==> src/rtl/io_scheduler_if.sv <==
// Request/response bundle and memory-port bundle shared by io_scheduler and its environment.
// The slave modport is the scheduler's view; the master modport is the devices-plus-memory view.
interface io_scheduler_if #(
    parameter int unsigned IO_COUNT  = 4,
    parameter int unsigned WORD_SIZE = 16
);
    logic [IO_COUNT-1:0]                req_valid;
    logic [IO_COUNT-1:0]                req_dir;
    logic [IO_COUNT-1:0][WORD_SIZE-1:0] req_addr;
    logic [IO_COUNT-1:0][WORD_SIZE-1:0] req_data;
    logic [IO_COUNT-1:0]                req_ready;
    logic [IO_COUNT-1:0]                rsp_valid;
    logic [WORD_SIZE-1:0]               rsp_data;
    logic                               busy;
    logic                               mem_en;
    logic                               mem_we;
    logic [WORD_SIZE-1:0]               mem_add;
    logic [WORD_SIZE-1:0]               mem_wr_data;
    logic [WORD_SIZE-1:0]               mem_rd_data;

    modport slave (
        input  req_valid, req_dir, req_addr, req_data, mem_rd_data,
        output req_ready, rsp_valid, rsp_data, busy, mem_en, mem_we, mem_add, mem_wr_data
    );

    modport master (
        output req_valid, req_dir, req_addr, req_data, mem_rd_data,
        input  req_ready, rsp_valid, rsp_data, busy, mem_en, mem_we, mem_add, mem_wr_data
    );
endinterface

==> src/rtl/io_scheduler.sv <==
// Round-robin scheduler sharing one memory port between IO requesters (grant/issue/wait/done).
// Build macro IO_SCHED_PRIO0_EN gives requester 0 fixed priority over the round-robin ring.
module io_scheduler #(
    parameter int unsigned IO_COUNT       = 4,
    parameter int unsigned WORD_SIZE      = 16,
    parameter int unsigned MEM_RD_LATENCY = 1
) (
    input  logic          i_clk,
    input  logic          i_rst,
    io_scheduler_if.slave bus
);
    // Direction encoding: 1 = write to memory (IO_IN), 0 = read from memory (IO_OUT).
    localparam logic IO_IN = 1'b1;
    localparam int unsigned PtrW = (IO_COUNT > 2) ? $clog2(IO_COUNT) : 1;
    localparam int unsigned CntW = (MEM_RD_LATENCY > 2) ? $clog2(MEM_RD_LATENCY) : 1;
    localparam logic [CntW-1:0] CntLoad = CntW'(MEM_RD_LATENCY - 1);

    typedef enum logic [1:0] {StIdle, StIssue, StWait, StDone} state_e;

    state_e               r_state;
    state_e               w_state_next;
    logic [PtrW-1:0]      r_ptr;
    logic [PtrW-1:0]      r_sel;
    logic                 r_dir;
    logic [WORD_SIZE-1:0] r_addr;
    logic [WORD_SIZE-1:0] r_wdata;
    logic [WORD_SIZE-1:0] r_rsp_data;
    logic [CntW-1:0]      r_cnt;

    logic                 w_found;
    logic                 w_prio;
    logic [PtrW-1:0]      w_winner;
    logic                 w_grant;
    logic                 w_busy;
    logic                 w_mem_en;
    logic                 w_mem_we;
    logic [IO_COUNT-1:0]  w_rsp_valid;

    // Pointer arithmetic modulo IO_COUNT; base is always < IO_COUNT.
    function automatic logic [PtrW-1:0] rr_index(input logic [PtrW-1:0] base,
                                                 input int unsigned off);
        int unsigned sum;
        sum = 32'(base) + off;
        if (sum >= IO_COUNT) sum = sum - IO_COUNT;
        return PtrW'(sum);
    endfunction

    function automatic logic [IO_COUNT-1:0] onehot(input logic [PtrW-1:0] idx);
        logic [IO_COUNT-1:0] v;
        v      = '0;
        v[idx] = 1'b1;
        return v;
    endfunction

    always_comb begin
        w_found  = 1'b0;
        w_winner = '0;
        w_prio   = 1'b0;
        for (int unsigned k = 0; k < IO_COUNT; k++) begin
            if (!w_found && bus.req_valid[rr_index(r_ptr, k)]) begin
                w_found  = 1'b1;
                w_winner = rr_index(r_ptr, k);
            end
        end
`ifdef IO_SCHED_PRIO0_EN
        if (bus.req_valid[0]) begin
            w_found  = 1'b1;
            w_winner = '0;
            w_prio   = 1'b1;
        end
`else
`endif
    end

    always_ff @(posedge i_clk) begin
        if (i_rst) r_state <= StIdle;
        else       r_state <= w_state_next;
    end

    always_comb begin
        w_state_next = r_state;
        unique case (r_state)
            StIdle:  if (w_found) w_state_next = StIssue;
            StIssue: w_state_next = (r_dir == IO_IN) ? StDone : StWait;
            StWait:  if (r_cnt == '0) w_state_next = StDone;
            StDone:  w_state_next = StIdle;
            default: w_state_next = StIdle;
        endcase
    end

    // Every strobe is masked while reset is high, whatever state the FSM was in.
    always_comb begin
        w_grant     = 1'b0;
        w_busy      = 1'b0;
        w_mem_en    = 1'b0;
        w_mem_we    = 1'b0;
        w_rsp_valid = '0;
        if (!i_rst) begin
            unique case (r_state)
                StIdle:  w_grant = w_found;
                StIssue: begin
                    w_busy   = 1'b1;
                    w_mem_en = 1'b1;
                    w_mem_we = (r_dir == IO_IN);
                end
                StWait:  w_busy = 1'b1;
                StDone:  begin
                    w_busy      = 1'b1;
                    w_rsp_valid = onehot(r_sel);
                end
                default: w_busy = 1'b0;
            endcase
        end
    end

    always_ff @(posedge i_clk) begin
        if (i_rst) begin
            r_ptr      <= '0;
            r_sel      <= '0;
            r_dir      <= 1'b0;
            r_addr     <= '0;
            r_wdata    <= '0;
            r_rsp_data <= '0;
            r_cnt      <= '0;
        end else begin
            if (w_grant) begin
                r_sel   <= w_winner;
                r_dir   <= bus.req_dir[w_winner];
                r_addr  <= bus.req_addr[w_winner];
                r_wdata <= bus.req_data[w_winner];
                r_ptr   <= w_prio ? r_ptr : rr_index(w_winner, 1);
            end
            if (r_state == StIssue) begin
                r_cnt <= CntLoad;
            end else if (r_state == StWait && r_cnt != '0) begin
                r_cnt <= r_cnt - CntW'(1);
            end
            if (r_state == StWait && r_cnt == '0) r_rsp_data <= bus.mem_rd_data;
        end
    end

    assign bus.req_ready   = w_grant ? onehot(w_winner) : '0;
    assign bus.rsp_valid   = w_rsp_valid;
    assign bus.rsp_data    = r_rsp_data;
    assign bus.busy        = w_busy;
    assign bus.mem_en      = w_mem_en;
    assign bus.mem_we      = w_mem_we;
    assign bus.mem_add     = r_addr;
    assign bus.mem_wr_data = r_wdata;
endmodule

==> src/flat_wrapper.sv <==
// flat-port wrapper written by rule: the top's interface ports become plain ports
module io_scheduler_flat 
#(
    parameter int unsigned IO_COUNT       = 4,
    parameter int unsigned WORD_SIZE      = 16,
    parameter int unsigned MEM_RD_LATENCY = 1
)
  (i_clk, i_rst, bus_req_valid, bus_req_dir, bus_req_addr, bus_req_data, bus_mem_rd_data, bus_req_ready, bus_rsp_valid, bus_rsp_data, bus_busy, bus_mem_en, bus_mem_we, bus_mem_add, bus_mem_wr_data);
  io_scheduler_if #(.IO_COUNT(IO_COUNT), .WORD_SIZE(WORD_SIZE)) bus_i ();
  input  logic i_clk;
  input  logic i_rst;
  input wire logic [$bits(bus_i.req_valid)-1:0] bus_req_valid;
  input wire logic [$bits(bus_i.req_dir)-1:0] bus_req_dir;
  input wire logic [$bits(bus_i.req_addr)-1:0] bus_req_addr;
  input wire logic [$bits(bus_i.req_data)-1:0] bus_req_data;
  input wire logic [$bits(bus_i.mem_rd_data)-1:0] bus_mem_rd_data;
  output wire logic [$bits(bus_i.req_ready)-1:0] bus_req_ready;
  output wire logic [$bits(bus_i.rsp_valid)-1:0] bus_rsp_valid;
  output wire logic [$bits(bus_i.rsp_data)-1:0] bus_rsp_data;
  output wire logic [$bits(bus_i.busy)-1:0] bus_busy;
  output wire logic [$bits(bus_i.mem_en)-1:0] bus_mem_en;
  output wire logic [$bits(bus_i.mem_we)-1:0] bus_mem_we;
  output wire logic [$bits(bus_i.mem_add)-1:0] bus_mem_add;
  output wire logic [$bits(bus_i.mem_wr_data)-1:0] bus_mem_wr_data;
  assign bus_i.req_valid = bus_req_valid;
  assign bus_i.req_dir = bus_req_dir;
  assign bus_i.req_addr = bus_req_addr;
  assign bus_i.req_data = bus_req_data;
  assign bus_i.mem_rd_data = bus_mem_rd_data;
  assign bus_req_ready = bus_i.req_ready;
  assign bus_rsp_valid = bus_i.rsp_valid;
  assign bus_rsp_data = bus_i.rsp_data;
  assign bus_busy = bus_i.busy;
  assign bus_mem_en = bus_i.mem_en;
  assign bus_mem_we = bus_i.mem_we;
  assign bus_mem_add = bus_i.mem_add;
  assign bus_mem_wr_data = bus_i.mem_wr_data;
  io_scheduler #(.IO_COUNT(IO_COUNT), .WORD_SIZE(WORD_SIZE), .MEM_RD_LATENCY(MEM_RD_LATENCY)) u_core (.i_clk(i_clk), .i_rst(i_rst), .bus(bus_i));
endmodule
==> config.mk <==
export PLATFORM = sky130hd
export DESIGN_NAME = io_scheduler_flat
export DESIGN_NICKNAME = d
export VERILOG_FILES = /design/src/rtl/io_scheduler_if.sv /design/src/rtl/io_scheduler.sv /design/src/flat_wrapper.sv
export SDC_FILE = /design/constraint.sdc
export NUM_CORES = 1
export LEC_CHECK = 0
export ABC_AREA = 1
export BUFFER_PORTS_ARGS = -buffer_cell sky130_fd_sc_hd__buf_2
export CAP_MARGIN = 40
export CORE_ASPECT_RATIO = 0.8
export CORE_MARGIN = 8
export CORE_UTILIZATION = 48
export DETAILED_ROUTE_END_ITERATION = 8
export HOLD_SLACK_MARGIN = 0.05
export PLACE_DENSITY = 0.86
export SLEW_MARGIN = 40
export SYNTH_ARGS = -nofsm -noshare
export SYNTH_HDL_FRONTEND = slang
export SYNTH_SLANG_ARGS = --single-unit
==> constraint.sdc <==
create_clock -name i_clk -period 4.9 [get_ports i_clk]
set_input_delay 0.245 -clock i_clk [delete_from_list [all_inputs] [get_ports i_clk]]
set_output_delay 0.245 -clock i_clk [all_outputs]
set_load 0.03 [all_outputs]
## Yosys cells after proc, flatten, opt, wreduce, memory -nomap -nowiden

Cells that the tools add are included.

| operators by class | value |
|---|---|
| $add $sub $neg | 10 |
| $lt $le $gt $ge | 13 |
| eq/ne operators | 5 |
| multiplexer cells | 46 |
| bitwise logic cells | 1 |
| reductions and logical operators | 14 |

Operators by type and width:

| cell | count |
|---|---|
| $bmux W16 S2 | 2 |
| $mux W16 | 2 |
| $mux W2 | 11 |
| $mux W1 | 20 |
| $lt A2 B3 Y1 const B | 6 |
| $ge A3 B3 Y1 const B | 4 |
| $mux W4 | 3 |
| $bmux W1 S2 | 5 |
| $sub A2 B1 Y2 const B | 5 |
| $pmux W2 S4 | 1 |
| $logic_and A1 B1 Y1 | 7 |
| $add A2 B1 Y3 const B | 2 |
| $add A2 B2 Y3 const B | 2 |
| $demux W1 S2 | 2 |
| $eq A2 B2 Y1 const B | 2 |
| $ge A2 B1 Y1 const B | 2 |
| $ge A2 B3 Y1 const B | 1 |
| $logic_not A1 Y1 | 3 |
| $reduce_or A3 Y1 | 1 |
| $eq A2 B1 Y1 const B | 1 |
| $logic_not A2 Y1 | 1 |
| $ne A2 B1 Y1 const B | 1 |
| $ne A2 B2 Y1 const B | 1 |
| $reduce_and A2 Y1 | 1 |
| 3 further kinds | 3 |

| storage, ports and cells | value |
|---|---|
| flip-flop bits (word level) | 56 |
| input bits | 154 |
| output and inout port bits | 59 |
| logic and storage cells | 97 |

## Logic depth before layout (Yosys ltp)

| depth | value |
|---|---|
| depth after elaboration | 19 |
| gate-level depth with buffers | 16 |
| mapped depth without buffers | 14 |

## Worst setup path after synthesis

No wires, ideal clock.

| timing | value |
|---|---|
| kind | reg-to-output |
| start | reg u_core.r_ptr[0] |
| end | out bus_req_ready[0] |
| arrival | 1.835 ns |
| data required time | 4.655 ns |
| slack | 2.820 ns |
| stages on the path, launching flop included | 13 |
| buffers on the path | 3 |
| cells stage by stage | dfxtp_1 -> buf_4 -> nand2_1 -> nand3_1 -> nand2_2 -> nor2_1 -> nor2_1 -> nand2_4 -> nand2_2 -> buf_6 -> buf_6 -> nand2_1 -> nor2_1 |

| on the way | value |
|---|---|
| word-level cells in the longest chain between the ends | 19 |
| elaborated cells on any way between the ends | 45 |
| classes of those cells | add/sub (7); order compare (6); mux (25); reduce/logical (7) |

RTL lines:

| item | RTL line | source |
|---|---|---|
| from (decl) | io_scheduler.sv:22 | `logic [PtrW-1:0] r_ptr;` |
| from (signal assigned) | io_scheduler.sv:131 | `r_ptr <= w_prio ? r_ptr : rr_index(w_winner, 1);` |
| parallel branches: the longest is 18 deep, another holds $add A2 B1 Y3 | - |  |
| $mux W4 (*) | io_scheduler.sv:142 | `assign bus.req_ready = w_grant ? onehot(w_winner) : '0;` |
| to (decl) | flat_wrapper.sv:17 | `output wire logic [$bits(bus_i.req_ready)-1:0] bus_req_ready;` |

Mark *: on every way between the ends. The select of a mux whose other input is x is not followed.

## Final worst setup path

| timing | value |
|---|---|
| start | reg u_core.r_ptr[0] |
| end | out bus_req_ready[1] |

Same word-level chain as after synthesis.

==> results_dict.tcl <==
set metrics [dict create \
    globalRouteOverflowTotal 0 \
    crit_type "flop to primary output" \
    cp_top_family "simple AND/OR/NAND/NOR gates" \
    cp_cell_sequence "inv_2 -> nand2_1 -> nand3_1 -> nand2_2 -> nor2_4 -> nand3_1 -> nand3_2 -> nor2_2 -> nand2_1 -> inv_1 -> buf_2" \
    first_iter_violations 358 \
    tritoncts "done" \
    clock.fmax_ghz 0.292 \
    ys_ff_latch 56 \
    finalHoldViolations 0 \
    cts-buffers-inserted 5 \
    clkLatencyLatePin_ps 310 \
    antenna_found_initial 0 \
    antenna_cells 0 \
    grt_max_degree 60 \
    die_area_um2 10800 \
    layout-drive-gt1-share_pct 29.2 \
    timing.final.crit_share_pct 69.9 \
    place_hpwl_um 10000 \
    slew_viol_final 0 \
    fin_tns_setup_ps 0 \
    post_cts_buffers 0 \
    worst_ep_arrival_time_ps 3180 \
    htreeDepth 2 \
    p_total_mw 3.16 \
    area_growth_pct 30.2 \
    drtAntennaViolNets 0 \
    seq_area_um2 1120 \
    crit_required_ps 4660 \
    period_needed_ps 3430 \
    hp-class "primary input to flop" \
    post_layout_nonfiller_instances 913 \
    setup.worst_path.end_class "primary output" \
    cap_violations 0 \
    seq_area_frac_synth_pct 30.4 \
    hold_buffers 0 \
    wire_per_inst_um 14.3 \
    power_leakage_nw 2.94 \
    netlist_instances 620 \
    rsz0062_at_grt "false" \
    ys_warn_count 0 \
    cpPeakStageDelay_ps 680 \
    rows 28 \
    start_util_pct 49.6 \
    grt_pass1_wl_um 20300 \
    ys_types 28 \
    cp_slowest_cell "nor2_2" \
    drc_errors 0 \
    path_buf_inv 3 \
    cts.reportedPaths.clkPinSlew_ps 110 \
    grt_pass1_vias 4508 \
    nFillCells 731 \
    num_vias 4644 \
    ir_drop_mv 0.304 \
    core_area_um2 7430 \
    cellPowerDensity_nw_per_um2 659 \
    synth_nets 779 \
    root_buffer "clkbuf_8" \
    netlist_area_um2 3680 \
    wl_um 13000 \
    num-nets-final 966 \
    die_w_um 114 \
    max_slew_margin_pct 48.4 \
    status "complete, no violations" \
    cts-resized-gates 0 \
    port_buffers 212 \
    cts.sinks 56 \
    placed_cells 905 \
    critPathLaunchType "flop" \
    first_pass_iters 5 \
    setup_viol 0 \
    via_per_inst 5.09 \
    clockBufferDepth 2 \
    track_usage_pct 22.6 \
    worstMarginPinSlew_ps 773 \
    clock_skew_ps 9.70 \
    io_pins 213 \
    gp_congestion 0.918 \
    dieHeight_um 94.4 \
    crit_fanout 24 \
    synth.avg_cell_area_um2 5.94 \
    multiInputGateArea_um2 1990 \
]
-- cells in the final DEF (no fill, tap or decap) --
cell type / n
buf_2: 212
nand2_1: 190
nand3_1: 125
inv_1: 98
dfxtp_1: 56
nor2_1: 39
o21ai_0: 22
o211ai_1: 12
or2_1: 12
nor3_1: 5
ha_1: 5
clkbuf_8: 5
inv_2: 3
nand3_2: 3
a21oi_1: 3
nor2_2: 3
nor2_4: 2
nand2_4: 2
inv_6: 2
buf_4: 2
nand2_2: 1
o21ai_1: 1
nand3b_1: 1
nand4_1: 1
nor4_1: 1
o22ai_1: 1
clkinvlp_4: 1
-- synth_stat cells --
cell / n / area share, %
a21oi_1: 3 / 0.41
buf_1: 1 / 0.10
buf_2: 16 / 2.2
buf_4: 4 / 0.82
buf_6: 5 / 1.5
clkbuf_1: 7 / 0.71
clkbuf_2: 1 / 0.14
dfxtp_1: 56 / 30
ha_1: 5 / 1.7
inv_1: 99 / 10
inv_2: 2 / 0.20
nand2_1: 190 / 19
nand2_2: 2 / 0.34
nand2_4: 1 / 0.31
nand3_1: 125 / 17
nand3_2: 3 / 0.82
nand3b_1: 1 / 0.20
nand4_1: 1 / 0.17
nor2_1: 40 / 4.1
nor2_2: 3 / 0.51
nor2_4: 1 / 0.31
nor3_1: 5 / 0.68
nor4_1: 1 / 0.17
o211ai_1: 12 / 2.4
o21ai_0: 22 / 3.0
o21ai_1: 1 / 0.14
o22ai_1: 1 / 0.17
or2_1: 12 / 2.0
-- area by class of cell --
| class | count | area share (%) |
|---|---|---|
| clock inverter | 3 | 0.522 |
| multi-input combinational | 429 | 41.6 |
| clock buffer | 5 | 1.43 |
| timing repair buffer | 214 | 22.4 |
| tap | 105 | 2.74 |
| sequential | 56 | 23.4 |
| inverter | 101 | 7.91 |
-- power breakdown --
group,internal (mW),switching [mW]
Clock,0.105,0.163
Sequential,0.611,0.0948
Combinational,0.642,1.54
Total,1.36,1.80
-- through the flow --
step	area [µm²]	setup WS, ps	util, %	hold slack [ps]
CTS	4800	1500	64.6	137
detailed placement	4700	1850	63.3	438
finish	4800	1470	64.6	149
global route	4800	1200	64.6	139
floorplan	3680	2820	-	314
global placement	4690	1800	63.1	435
-- routing by layer --
metal	global-route usage [%]	vias to the layer above	wire length, µm
li1	-	2293	-
met1	25.1	2081	5260
met2	40.4	236	6380
met3	5.99	34	1020
met4	9.06	0	350
met5	0	-	0
-- path summary, 6_finish.rpt --
check                       startpoint                         to  slack (ps)  cells past startpoint
max                    u_core.r_ptr[0]           bus_req_ready[1]        1470                     11
min                 bus_mem_rd_data[5]     u_core.bus.rsp_data[5]         150                      3
max reg2reg            u_core.r_ptr[0]      u_core.bus.mem_add[5]        1750                     13
min reg2reg  u_core.bus.mem_wr_data[2]  u_core.bus.mem_wr_data[2]         460                      2
-- cells by family (layout without fill, tap and decap cells) --
| kind of cell | Yosys count | count (layout) | synth area share (%) |
|---|---|---|---|
| AOI/OAI and AO/OA | 39 | 39 | 6.15 |
| DFF | 56 | 56 | 30.4 |
| adders and majority gates | 5 | 5 | 1.70 |
| buffers and inverters | 135 | 323 | 15.8 |
| and+or+nand+nor | 385 | 385 | 46.0 |
-- worst reg2reg max path: cells and delay by family, from the launching register on --
family	cells	cell delay [ps]
buffers and inverters	2	560
AND/OR/NAND/NOR	11	1900
flip-flops	1	570
-- registers in the layout, summed over array words and instances (netlist names) --
| name | count |
|---|---|
| u_core.bus.mem_wr_data | 16 |
| u_core.r_dir | 1 |
| u_core.bus.mem_add | 16 |
| u_core.bus.rsp_data | 16 |
| u_core.r_ptr | 2 |
| u_core.r_cnt | 1 |
| u_core.r_state | 2 |
| u_core.r_sel | 2 |
No activity file was read; power rests on OpenSTA's default activity.
